## src/rtl/ad7606_emu.sv

```systemverilog
// Responder-side model of the AD7606 parallel ADC interface.
// Emulates conversion timing, BUSY, FRSTDATA and the 8-channel readout.
module ad7606_emu #(
  parameter int CONV_CYCLES = 200,
  parameter int BUSY_DELAY  = 2,
  parameter int PATTERN     = 0
) (
  input  logic         clk,
  input  logic         rst_n,
  input  logic         ad_reset,
  input  logic         ad_convstab,
  input  logic         ad_cs,
  input  logic         ad_rd,
  input  logic [2:0]   ad_os,
  input  logic [127:0] samp_data,
  output logic [15:0]  ad_data,
  output logic         ad_busy,
  output logic         first_data,
  output logic         conv_overrun,
  output logic [12:0]  conv_cnt
);

  localparam int CW = 24;

  localparam logic [1:0] S_IDLE  = 2'd0;
  localparam logic [1:0] S_DELAY = 2'd1;
  localparam logic [1:0] S_CONV  = 2'd2;
  localparam logic [1:0] S_READY = 2'd3;

  logic [1:0]    state_q, state_d;
  logic [CW-1:0] cnt_q, cnt_d;
  logic [2:0]    os_q, os_d;
  logic [127:0]  snap_q, snap_d;
  logic [127:0]  res_q, res_d;
  logic [2:0]    ptr_q, ptr_d;
  logic [15:0]   data_q, data_d;
  logic          first_q, first_d;
  logic          busy_q, busy_d;
  logic          ovr_q, ovr_d;
  logic [12:0]   ccnt_q, ccnt_d;
  logic          convst_q, rd_q;

  logic          convst_rise, rd_fall, done;
  logic [2:0]    os_eff, ptr_eff;
  logic [CW-1:0] conv_len;
  logic [127:0]  pat, rd_src;

  assign convst_rise = ad_convstab & ~convst_q;
  assign rd_fall     = ~ad_rd & rd_q & ~ad_cs;

  assign os_eff   = (os_q == 3'd7) ? 3'd0 : os_q;
  assign conv_len = CW'(CONV_CYCLES) << os_eff;

  always_comb begin
    pat = '0;
    for (int i = 0; i < 8; i++) begin
      pat[i*16 +: 16] = {3'(i), ccnt_q};
    end
  end

  always_comb begin
    state_d = state_q;
    cnt_d   = cnt_q;
    os_d    = os_q;
    snap_d  = snap_q;
    res_d   = res_q;
    busy_d  = busy_q;
    ccnt_d  = ccnt_q;
    ovr_d   = 1'b0;
    done    = 1'b0;
    unique case (state_q)
      S_IDLE, S_READY: begin
        if (convst_rise) begin
          snap_d  = (PATTERN != 0) ? pat : samp_data;
          os_d    = ad_os;
          cnt_d   = CW'(BUSY_DELAY - 1);
          state_d = S_DELAY;
        end
      end
      S_DELAY: begin
        ovr_d = convst_rise;
        if (cnt_q == '0) begin
          busy_d  = 1'b1;
          cnt_d   = conv_len - CW'(1);
          state_d = S_CONV;
        end else begin
          cnt_d = cnt_q - CW'(1);
        end
      end
      S_CONV: begin
        ovr_d = convst_rise;
        if (cnt_q == '0) begin
          busy_d  = 1'b0;
          res_d   = snap_q;
          ccnt_d  = ccnt_q + 13'd1;
          done    = 1'b1;
          state_d = S_READY;
        end else begin
          cnt_d = cnt_q - CW'(1);
        end
      end
      default: state_d = S_IDLE;
    endcase
  end

  // A read landing on the completion edge sees the fresh data at ch1.
  assign ptr_eff = done ? 3'd0 : ptr_q;
  assign rd_src  = done ? snap_q : res_q;

  always_comb begin
    data_d  = data_q;
    first_d = first_q;
    ptr_d   = ptr_q;
    if (ad_cs) begin
      data_d  = 16'h0000;
      first_d = 1'b0;
      ptr_d   = 3'd0;
    end else if (rd_fall) begin
      data_d  = rd_src[{ptr_eff, 4'b0000} +: 16];
      first_d = (ptr_eff == 3'd0);
      ptr_d   = ptr_eff + 3'd1;
    end else if (done) begin
      ptr_d = 3'd0;
    end
  end

  always_ff @(posedge clk) begin
    if (!rst_n || ad_reset) begin
      state_q  <= S_IDLE;
      cnt_q    <= '0;
      os_q     <= '0;
      snap_q   <= '0;
      res_q    <= '0;
      ptr_q    <= '0;
      data_q   <= '0;
      first_q  <= 1'b0;
      busy_q   <= 1'b0;
      ovr_q    <= 1'b0;
      ccnt_q   <= '0;
      convst_q <= 1'b1;
      rd_q     <= 1'b1;
    end else begin
      state_q  <= state_d;
      cnt_q    <= cnt_d;
      os_q     <= os_d;
      snap_q   <= snap_d;
      res_q    <= res_d;
      ptr_q    <= ptr_d;
      data_q   <= data_d;
      first_q  <= first_d;
      busy_q   <= busy_d;
      ovr_q    <= ovr_d;
      ccnt_q   <= ccnt_d;
      convst_q <= ad_convstab;
      rd_q     <= ad_rd;
    end
  end

  assign ad_data      = data_q;
  assign ad_busy      = busy_q;
  assign first_data   = first_q;
  assign conv_overrun = ovr_q;
  assign conv_cnt     = ccnt_q;

endmodule
```

## config.mk

```make
export PLATFORM = sky130hd
export DESIGN_NAME = ad7606_emu
export DESIGN_NICKNAME = d
export VERILOG_FILES = /design/src/rtl/ad7606_emu.sv
export SDC_FILE = /design/constraint.sdc
export NUM_CORES = 1
export LEC_CHECK = 0
export CAP_MARGIN = 0
export CORE_MARGIN = 3
export CORE_UTILIZATION = 55
export DETAILED_ROUTE_END_ITERATION = 16
export PLACE_DENSITY = 0.79
export SLEW_MARGIN = 20
export SYNTH_ARGS = -nofsm -noshare
export SYNTH_HDL_FRONTEND = slang
export SYNTH_SLANG_ARGS = --single-unit
```

## constraint.sdc

```tcl
create_clock -name clk -period 2.8 [get_ports clk]
set_clock_uncertainty 0.1 [all_clocks]
set_input_delay 0.7 -clock clk [delete_from_list [all_inputs] [get_ports clk]]
set_output_delay 0.7 -clock clk [all_outputs]
set_load 0.01 [all_outputs]
```

==> flow_metrics.env, run 1 <==
export IMPL_utilization_pct=69.5
export IMPL_yosysWarningCount=0
export IMPL_synthArstFlopShare_pct=0
export IMPL_antenna_found_initial=0
export IMPL_gp_congestion=0.942
export IMPL_end_kind="register"
export IMPL_period_share_pct=95.3
export IMPL_wl_per_cell_um=17.5
export IMPL_grt_use_total_pct=27.5
export IMPL_dieWidth_um=161
export IMPL_pin_count=169
export IMPL_crit_fanout=50
export IMPL_overflow=0
export IMPL_ys_flop_type="dfxtp_1"
export IMPL_clk_latency_ns=0.57
export IMPL_die_h_um=161
export IMPL_critPathLaunchType="register"
export IMPL_viasPerCell=5.69
export IMPL_vias=12100
export IMPL_crit_buf_inv=2
export IMPL_clockBufferDepth=3
export IMPL_hold_violations=0
export IMPL_slowest_stage="or4_1"
export IMPL_max_stage_delay_ns=0.66
export IMPL_slew_violations=0
export IMPL_drt_iter0_drc=1148
export IMPL_finalSetupTns_ns=0
export IMPL_numPortBuffers=168
export IMPL_cp_arrival_ns=3.00
export IMPL_nFillCells=1938
export IMPL_synth_area_um2=13300
export IMPL_powerDensity_nw_per_um2=573
export IMPL_antenna_left=0
export IMPL_remaining_drc_errors=0
export IMPL_grt_pass1_vias=11300
export IMPL_synth_seq_area_share_pct=48.6
export IMPL_detail_route_first_pass_iterations=6
export IMPL_numCtsBuffers=31
export IMPL_start_util_pct=56.2
export IMPL_drive_above_1_share_pct=8.26
export IMPL_critical_path_class="reg2reg"
export IMPL_diodes=0
export IMPL_syn_instance_count=1661
export IMPL_final_cell_mix="nand2_1 (577), dfxtp_1 (321), a21oi_1 (298), clkdlybuf4s50_1 (168), nor2_1 (53)"
export IMPL_syn_to_final_growth_pct=23.6
export IMPL_clkTransAtPathRegs_ns=0.07
export IMPL_rows=56
export IMPL_ctsHtreeMaxLevel=1
export IMPL_ir_drop_mv=0.426
export IMPL_fp_dieArea_um2=26000
export IMPL_leakagePower_nw=5.48
export IMPL_hold_path_class="reg2reg"
export IMPL_final_common_cell="nand2_1"
export IMPL_tightestPinTransition_ns=0.599
export IMPL_setup_violations=0
export IMPL_root_buffer="clkbuf_16"
export IMPL_place_hpwl_um=25700
export IMPL_crit_family="simple AND/OR/NAND/NOR gates"
export IMPL_drv_cap=0
export IMPL_grt_first_pass_wirelength_um=58400
export IMPL_status="finished, final reports clean"
export IMPL_syn_nets=1810
export IMPL_syn_area_per_cell_um2=7.99
export IMPL_crit_path_frequent_cell="nand2_1"
export IMPL_cts_sinks=322
export IMPL_timing_fmax_ghz=0.375
export IMPL_finalNetCount=1940
export IMPL_path_cells="or4_1 -> nor2_1 -> nand4_1 -> clkbuf_16 -> nand2_1 -> inv_1 -> ha_1 -> nand2_1 -> xnor2_1 -> nor3_1"
export IMPL_cp_required_ns=3.13
export IMPL_fin_crit_ns=2.67
export IMPL_synth_edf_count=0
export IMPL_ys_ff_latch=322
export IMPL_routed_wirelength_um=37400
export IMPL_core_um2=23600
export IMPL_cts_tree="done"
export IMPL_max_slew_margin_pct=59.7
export IMPL_grt_max_degree=117
export IMPL_yosysUniqueCellTypes=51
[timing repair]
action / CTS / global route
resized for setup: 0 / 4
setup endpoints to repair: 0 / 3
setup buffers: 0 / 1
hold buffers: 0 / 0
[power by group]
group | leakage [nW] | switching [mW] | internal (mW) | total, mW
logic | 2.37 | 0.259 | 0.253 | 0.512
clock network | 0.515 | 1.82 | 2.45 | 4.28
registers | 2.59 | 0.0187 | 4.60 | 4.62
total | 5.48 | 2.10 | 7.31 | 9.41
[worst min-delay path: stages, from the launching register on]
cell and delay, ns:
dfxtp_1 0.31, nand2_1 0.05, a21oi_1 0.05
[cell usage after synthesis, types with 2 or more instances]
| master | n | share of area [%] |
|---|---|---|
| a211oi_1 | 5 | 0.28 |
| o211ai_1 | 21 | 1.2 |
| mux4_2 | 32 | 5.4 |
| o41ai_1 | 2 | 0.13 |
| or4_1 | 3 | 0.17 |
| nor2b_1 | 7 | 0.33 |
| inv_1 | 18 | 0.51 |
| and3_1 | 6 | 0.28 |
| or3_1 | 24 | 1.1 |
| a31oi_1 | 6 | 0.28 |
| nand3_1 | 21 | 0.79 |
| xor2_1 | 4 | 0.26 |
| nand2_1 | 577 | 16 |
| clkbuf_1 | 96 | 2.7 |
| xnor2_1 | 9 | 0.59 |
| buf_1 | 3 | 0.085 |
| ha_1 | 12 | 1.1 |
| a41oi_1 | 3 | 0.20 |
| nor3_1 | 22 | 0.83 |
| nand2b_1 | 10 | 0.47 |
| a21oi_1 | 298 | 11 |
| dfxtp_1 | 322 | 49 |
| nand4_1 | 8 | 0.38 |
| o311ai_0 | 5 | 0.33 |
| nor2_1 | 54 | 1.5 |
| and2_1 | 2 | 0.094 |
| nor4_1 | 5 | 0.24 |
| or2_2 | 4 | 0.19 |
| nand3b_1 | 2 | 0.11 |
| a22oi_1 | 2 | 0.11 |
| o21ai_0 | 33 | 1.2 |
| a32oi_1 | 3 | 0.20 |
| buf_2 | 14 | 0.53 |
| o31ai_1 | 3 | 0.17 |
| buf_6 | 9 | 0.76 |
[per-stage QoR]
step	power, mW	hold slack (ns)	cells	setup WS [ns]	area [um^2]
after detailed placement	5.23	0.340	2075	0.168	15300
after CTS	9.45	0.349	2133	0.143	16400
after global routing	9.67	0.362	2135	-0.0144	16400
after floorplan	4.93	0.329	1661	0.338	13300
after global placement	5.22	0.335	2075	0.219	15300
final	9.41	0.349	2135	0.131	16400
[sequential cells by signal, indices dropped and copies added (netlist names), 2 cells and up]
name / flops
res_q: 128
cnt_q: 24
snap_q: 128
ptr_q: 3
ad_data: 16
conv_cnt: 13
os_q: 3
state_q: 2
[logic make-up after synthesis]
group / Yosys count / share of synthesized area (%)
and+or+nand+nor: 750 / 23.3
AOI/OAI and AO/OA: 391 / 16.1
DFF: 322 / 48.6
buffers and inverters: 140 / 4.60
muxes: 33 / 5.50
xor gates and xnor gates: 13 / 0.858
adders and majority gates: 12 / 1.13
[layout make-up]
| type | instances | area, um^2 | share of cell area, % |
|---|---|---|---|
| multi-input combinational | 1199 | 6250 | 38.1 |
| clock buffer | 37 | 808 | 4.93 |
| sequential | 322 | 6450 | 39.3 |
| timing repair buffer | 219 | 2200 | 13.4 |
| tap | 319 | 399 | 2.43 |
| clock inverter | 21 | 238 | 1.45 |
| inverter | 18 | 67.6 | 0.412 |
[routing by layer]
| metal | track usage, % | part of all wire (%) | vias up | routed length [um] |
|---|---|---|---|---|
| li1 | - | - | 5858 | - |
| met1 | 37.3 | 42 | 5721 | 15600 |
| met2 | 45.0 | 47 | 470 | 17700 |
| met3 | 3.90 | 6.8 | 95 | 2560 |
| met4 | 10.2 | 3.9 | 0 | 1480 |
| met5 | 0 | 0 | - | 0 |
[path summary, 6_finish.rpt]
check	cells past startpoint	startpoint	slack (ns)	end
worst min-delay path	2	res_q[74]	0.35	res_q[74]
worst min register to register	2	res_q[74]	0.35	res_q[74]
worst max-delay path	10	cnt_q[16]	0.13	ptr_q[2]
worst max register to register	10	cnt_q[16]	0.13	ptr_q[2]
(Power assumes the default switching activity.)
==> run 2, diff against run 1 <==
CTS_CLUSTER_SIZE = 30   (was not set)
RECOVER_POWER = 100   (was not set)
==> run 2 against run 1 <==
  * Sequential power about the same
  * Combinational power about the same
  * Global-route usage unchanged
  * Highest routed layer unchanged
  * Flip-flop and latch count unchanged
  * Hold slack got worse by 0.0021 ns
  * Maximum frequency decreased by 0.47%
==> flow_metrics.env, run 2 (same netlist as run 1, synthesis figures left out) <==
export IMPL_end_kind="register"
export IMPL_fp_dieArea_um2=26000
export IMPL_dieWidth_um=161
export IMPL_remaining_drc_errors=0
export IMPL_met2_length_um=17800
export IMPL_drive_above_1_share_pct=8.04
export IMPL_path_cells="or4_1 -> nor2_1 -> nand4_1 -> clkbuf_16 -> nand2_1 -> inv_1 -> ha_1 -> nand2_1 -> xnor2_1 -> nor3_1"
export IMPL_critical_path_class="reg2reg"
export IMPL_detail_route_first_pass_iterations=5
export IMPL_critPathLaunchType="register"
export IMPL_status="finished, final reports clean"
export IMPL_root_buffer="clkbuf_16"
export IMPL_gp_congestion=0.942
export IMPL_crit_fanout=50
export IMPL_numPortBuffers=168
export IMPL_powerDensity_nw_per_um2=574
export IMPL_ctsHtreeMaxLevel=1
export IMPL_hold_path_class="reg2reg"
export IMPL_place_hpwl_um=25700
export IMPL_max_stage_delay_ns=0.66
export IMPL_die_h_um=161
export IMPL_start_util_pct=56.2
export IMPL_antenna_found_initial=1
export IMPL_nFillCells=1944
export IMPL_wl_met1_um=15700
export IMPL_drt_iter0_drc=1122
export IMPL_finalNetCount=1940
export IMPL_wl_per_cell_um=17.5
export IMPL_pin_count=169
export IMPL_viasPerCell=5.67
export IMPL_fin_crit_ns=2.68
export IMPL_dr_wl_met3_um=2440
export IMPL_grt_max_degree=117
export IMPL_reg_top3="res_q (128), snap_q (128), cnt_q (24)"
export IMPL_tightestPinTransition_ns=1.27
export IMPL_syn_to_final_growth_pct=23.5
export IMPL_max_slew_margin_pct=15.0
export IMPL_crit_buf_inv=2
export IMPL_clockBufferDepth=3
export IMPL_placed_cells=2075
export IMPL_overflow=0
export IMPL_antenna_left=0
export IMPL_drv_cap=0
export IMPL_grt_use_total_pct=27.5
export IMPL_period_share_pct=95.8
export IMPL_grt_first_pass_wirelength_um=58400
export IMPL_routed_wirelength_um=37300
export IMPL_timing_fmax_ghz=0.373
export IMPL_final_cell_mix="nand2_1 (577), dfxtp_1 (321), a21oi_1 (298), clkdlybuf4s50_1 (136), nor2_1 (53)"
export IMPL_crit_family="simple AND/OR/NAND/NOR gates"
export IMPL_ir_drop_mv=0.427
export IMPL_final_common_cell="nand2_1"
export IMPL_vias=12100
export IMPL_crit_path_frequent_cell="nand2_1"
export IMPL_top_layer="met4"
export IMPL_setup_violations=0
export IMPL_core_um2=23600
export IMPL_numCtsBuffers=31
export IMPL_cts_tree="done"
export IMPL_cts_sinks=322
export IMPL_leakagePower_nw=5.57
export IMPL_cp_required_ns=3.13
export IMPL_cp_arrival_ns=3.02
export IMPL_clk_latency_ns=0.57
export IMPL_grt_pass1_vias=11300
export IMPL_report_power_total_mw=9.41
export IMPL_hold_violations=0
export IMPL_final_cells=2136
export IMPL_rows=56
export IMPL_clkTransAtPathRegs_ns=0.06
export IMPL_slowest_stage="or4_1"
export IMPL_slew_violations=0
## run 2: cell types whose count changed in the layout (fill, tap and decap cells not counted), sizes merged
cell,previous run,this run
clkdlybuf4s50,168,136
dlygate4sd3,0,32
buf,50,46
clkbuf,38,42
diode,0,1
## run 2: layer usage
metal / global-route usage [%] / vias to the layer above
li1: - / 5861
met1: 37.3 / 5705
met2: 45.0 / 461
met3: 3.90 / 90
met4: 10.2 / 0
met5: 0 / -
## run 2: final timing paths
path	from	end	slack (ns)	cells past startpoint
setup / recovery	cnt_q[16]	ptr_q[2]	0.12	10
setup reg to reg	cnt_q[16]	ptr_q[2]	0.12	10
hold reg to reg	res_q[99]	res_q[99]	0.35	2
hold / removal	res_q[99]	res_q[99]	0.35	2
## run 2: layout make-up
class / count / area, um^2 / share of cell area [%]
sequential: 322 / 6450 / 39.3
multi-input combinational: 1199 / 6240 / 38.1
timing repair buffer: 219 / 2190 / 13.4
clock buffer: 37 / 808 / 4.93
tap: 319 / 399 / 2.44
clock inverter: 21 / 238 / 1.45
inverter: 18 / 67.6 / 0.412
antenna: 1 / 2.50 / 0.0153
## run 2: repair_timing
item,4_1_cts,5_1_grt
resized for setup,0,4
buffers inserted,0,1
hold buffers,0,0
setup endpoints to repair,0,3
## run 2: worst reg2reg max path, stage by stage (launching register included)
cell       delay [ns]
dfxtp_1          0.35
or4_1            0.66
nor2_1           0.19
nand4_1          0.26
clkbuf_16        0.33
nand2_1          0.19
inv_1            0.06
ha_1             0.19
nand2_1          0.07
xnor2_1          0.11
nor3_1           0.06
## run 2: metrics by stage
stage	hold WS [ns]	TNS, ns	setup slack [ns]	utilization (%)	instance area [um^2]
4_1_cts	0.349	0	0.143	69.4	16400
5_1_grt	0.362	-0.0144	-0.0144	69.4	16400
2_1_floorplan	0.329	0	0.338	-	13300
3_5_place_dp	0.340	0	0.168	64.9	15300
3_3_place_gp	0.335	0	0.219	64.9	15300
6_report	0.347	0	0.118	69.4	16400
## run 2: power breakdown
part           switching (mW)  internal, mW  total, mW
registers              0.0185          4.60       4.62
clock network            1.83          2.45       4.28
logic                   0.259         0.249      0.509
total                    2.10          7.30       9.41
==> run 3, diff against run 2 <==
ABC_CLOCK_PERIOD_IN_PS = 2800   (was not set)
CTS_CLUSTER_DIAMETER = 150   (was not set)
==> run 3 against run 2 <==
  * Critical path depth unchanged
  * Cell count is 2.1% lower
  * Sequential share of layout area up 1.8 points
  * Die area unchanged
  * Critical path type unchanged
  * Flip-flop and latch count stayed put
==> flow_metrics.env, run 3 (same netlist as run 1, synthesis figures left out) <==
export IMPL_detail_route_first_pass_iterations=5
export IMPL_drt_iter0_drc=1119
export IMPL_ctsHtreeMaxLevel=1
export IMPL_setup_violations=0
export IMPL_grt_first_pass_wirelength_um=56700
export IMPL_diodes=0
export IMPL_drive_above_1_share_pct=6.21
export IMPL_antenna_left=0
export IMPL_grt_pass1_vias=10900
export IMPL_report_power_total_mw=7.45
export IMPL_cts_tree="done"
export IMPL_overflow=0
export IMPL_antenna_found_initial=1
export IMPL_place_hpwl_um=25700
export IMPL_critical_path_class="reg2reg"
export IMPL_utilization_pct=66.4
export IMPL_post_cts_buffers=0
export IMPL_max_slew_margin_pct=13.1
export IMPL_clockBufferDepth=3
export IMPL_hold_path_class="reg2reg"
export IMPL_finalNetCount=1921
export IMPL_ir_drop_mv=0.363
export IMPL_die_h_um=161
export IMPL_reg_top3="res_q (128), snap_q (128), cnt_q (24)"
export IMPL_cp_required_ns=3.09
export IMPL_tightestPinTransition_ns=1.30
export IMPL_drv_cap=0
export IMPL_end_kind="register"
export IMPL_vias=11800
export IMPL_powerDensity_nw_per_um2=475
export IMPL_grt_max_degree=117
export IMPL_syn_to_final_growth_pct=18.2
export IMPL_clk_latency_ns=0.51
export IMPL_routed_wirelength_um=36000
export IMPL_leakagePower_nw=5.22
export IMPL_root_buffer="clkbuf_16"
export IMPL_status="finished, final reports clean"
export IMPL_numCtsBuffers=14
export IMPL_crit_fanout=100
export IMPL_remaining_drc_errors=0
export IMPL_cts_sinks=322
export IMPL_timing_fmax_ghz=0.375
export IMPL_core_um2=23600
export IMPL_rows=56
export IMPL_period_share_pct=95.1
export IMPL_slew_violations=0
export IMPL_finalSetupTns_ns=0
export IMPL_viasPerCell=5.66
export IMPL_start_util_pct=56.2
export IMPL_grt_use_total_pct=26.6
export IMPL_clkTransAtPathRegs_ns=0.12
export IMPL_r2r_slack_ns=0.14
export IMPL_cp_arrival_ns=2.96
export IMPL_wl_per_cell_um=17.2
export IMPL_grt_setup_unrepaired="no"
export IMPL_final_cell_mix="nand2_1 (577), dfxtp_1 (321), a21oi_1 (298), clkdlybuf4s50_1 (135), nor2_1 (53)"
export IMPL_final_common_cell="nand2_1"
export IMPL_dieWidth_um=161
export IMPL_pin_count=169
export IMPL_gp_congestion=0.942
export IMPL_fin_crit_ns=2.66
export IMPL_fp_dieArea_um2=26000
export IMPL_numPortBuffers=168
export IMPL_hold_violations=0
export IMPL_critPathLaunchType="register"
-- run 3: changes by cell type in the layout (fill, tap and decap cells not counted), sizes merged, moves of 3 or more --
cell	before	now
clkinvlp	3	0
clkbuf	42	24
buf	46	39
clkinv	12	1
bufinv	4	0
-- run 3: worst max-delay path: stages, from the launching register on --
cell       delay (ns)
dfxtp_1          0.37
or4_4            0.60
nor2_1           0.16
nand4_1          0.22
clkbuf_16        0.34
nand2_1          0.22
inv_1            0.06
ha_1             0.19
nand2_1          0.07
xnor2_1          0.12
nor3_1           0.06
-- run 3: what timing repair did --
action                     CTS  global route
resized for setup            0             7
hold buffers                 0             0
setup endpoints to repair    0             5
-- run 3: metrics by stage --
stage | worst slack [ns] | cell area [um^2] | hold WS, ns | cells
floorplan | 0.338 | 13300 | 0.329 | 1661
global placement | 0.219 | 15300 | 0.335 | 2075
detailed placement | 0.168 | 15300 | 0.340 | 2075
CTS | 0.158 | 15700 | 0.345 | 2091
global route | 0.00503 | 15700 | 0.370 | 2091
finish | 0.136 | 15700 | 0.353 | 2091
-- run 3: layer usage --
metal,track usage [%],share of wire (%),vias up
li1,-,-,5798
met1,37.4,44,5597
met2,43.8,47,367
met3,2.74,5.6,64
met4,7.82,3.0,2
met5,0,0.044,-
-- run 3: cell type report --
cell class	count	area, um^2
fill	2023	7930
sequential	322	6450
multi-input combinational	1199	6250
timing repair buffer	217	2140
tap	319	399
clock buffer	14	350
inverter	18	67.6
clock inverter	2	25.0
-- run 3: worst paths after layout --
| path | cells after the start | from | to |
|---|---|---|---|
| worst min register to register | 2 | res_q[99] | res_q[99] |
| worst max-delay path | 10 | cnt_q[16] | ptr_q[2] |
| worst min-delay path | 2 | res_q[99] | res_q[99] |
| worst max register to register | 10 | cnt_q[16] | ptr_q[2] |
-- run 3: report_power, final --
group	switching (mW)	leakage [nW]	internal, mW
combinational	0.255	2.44	0.247
sequential	0.0185	2.59	4.60
clock	1.41	0.184	0.930
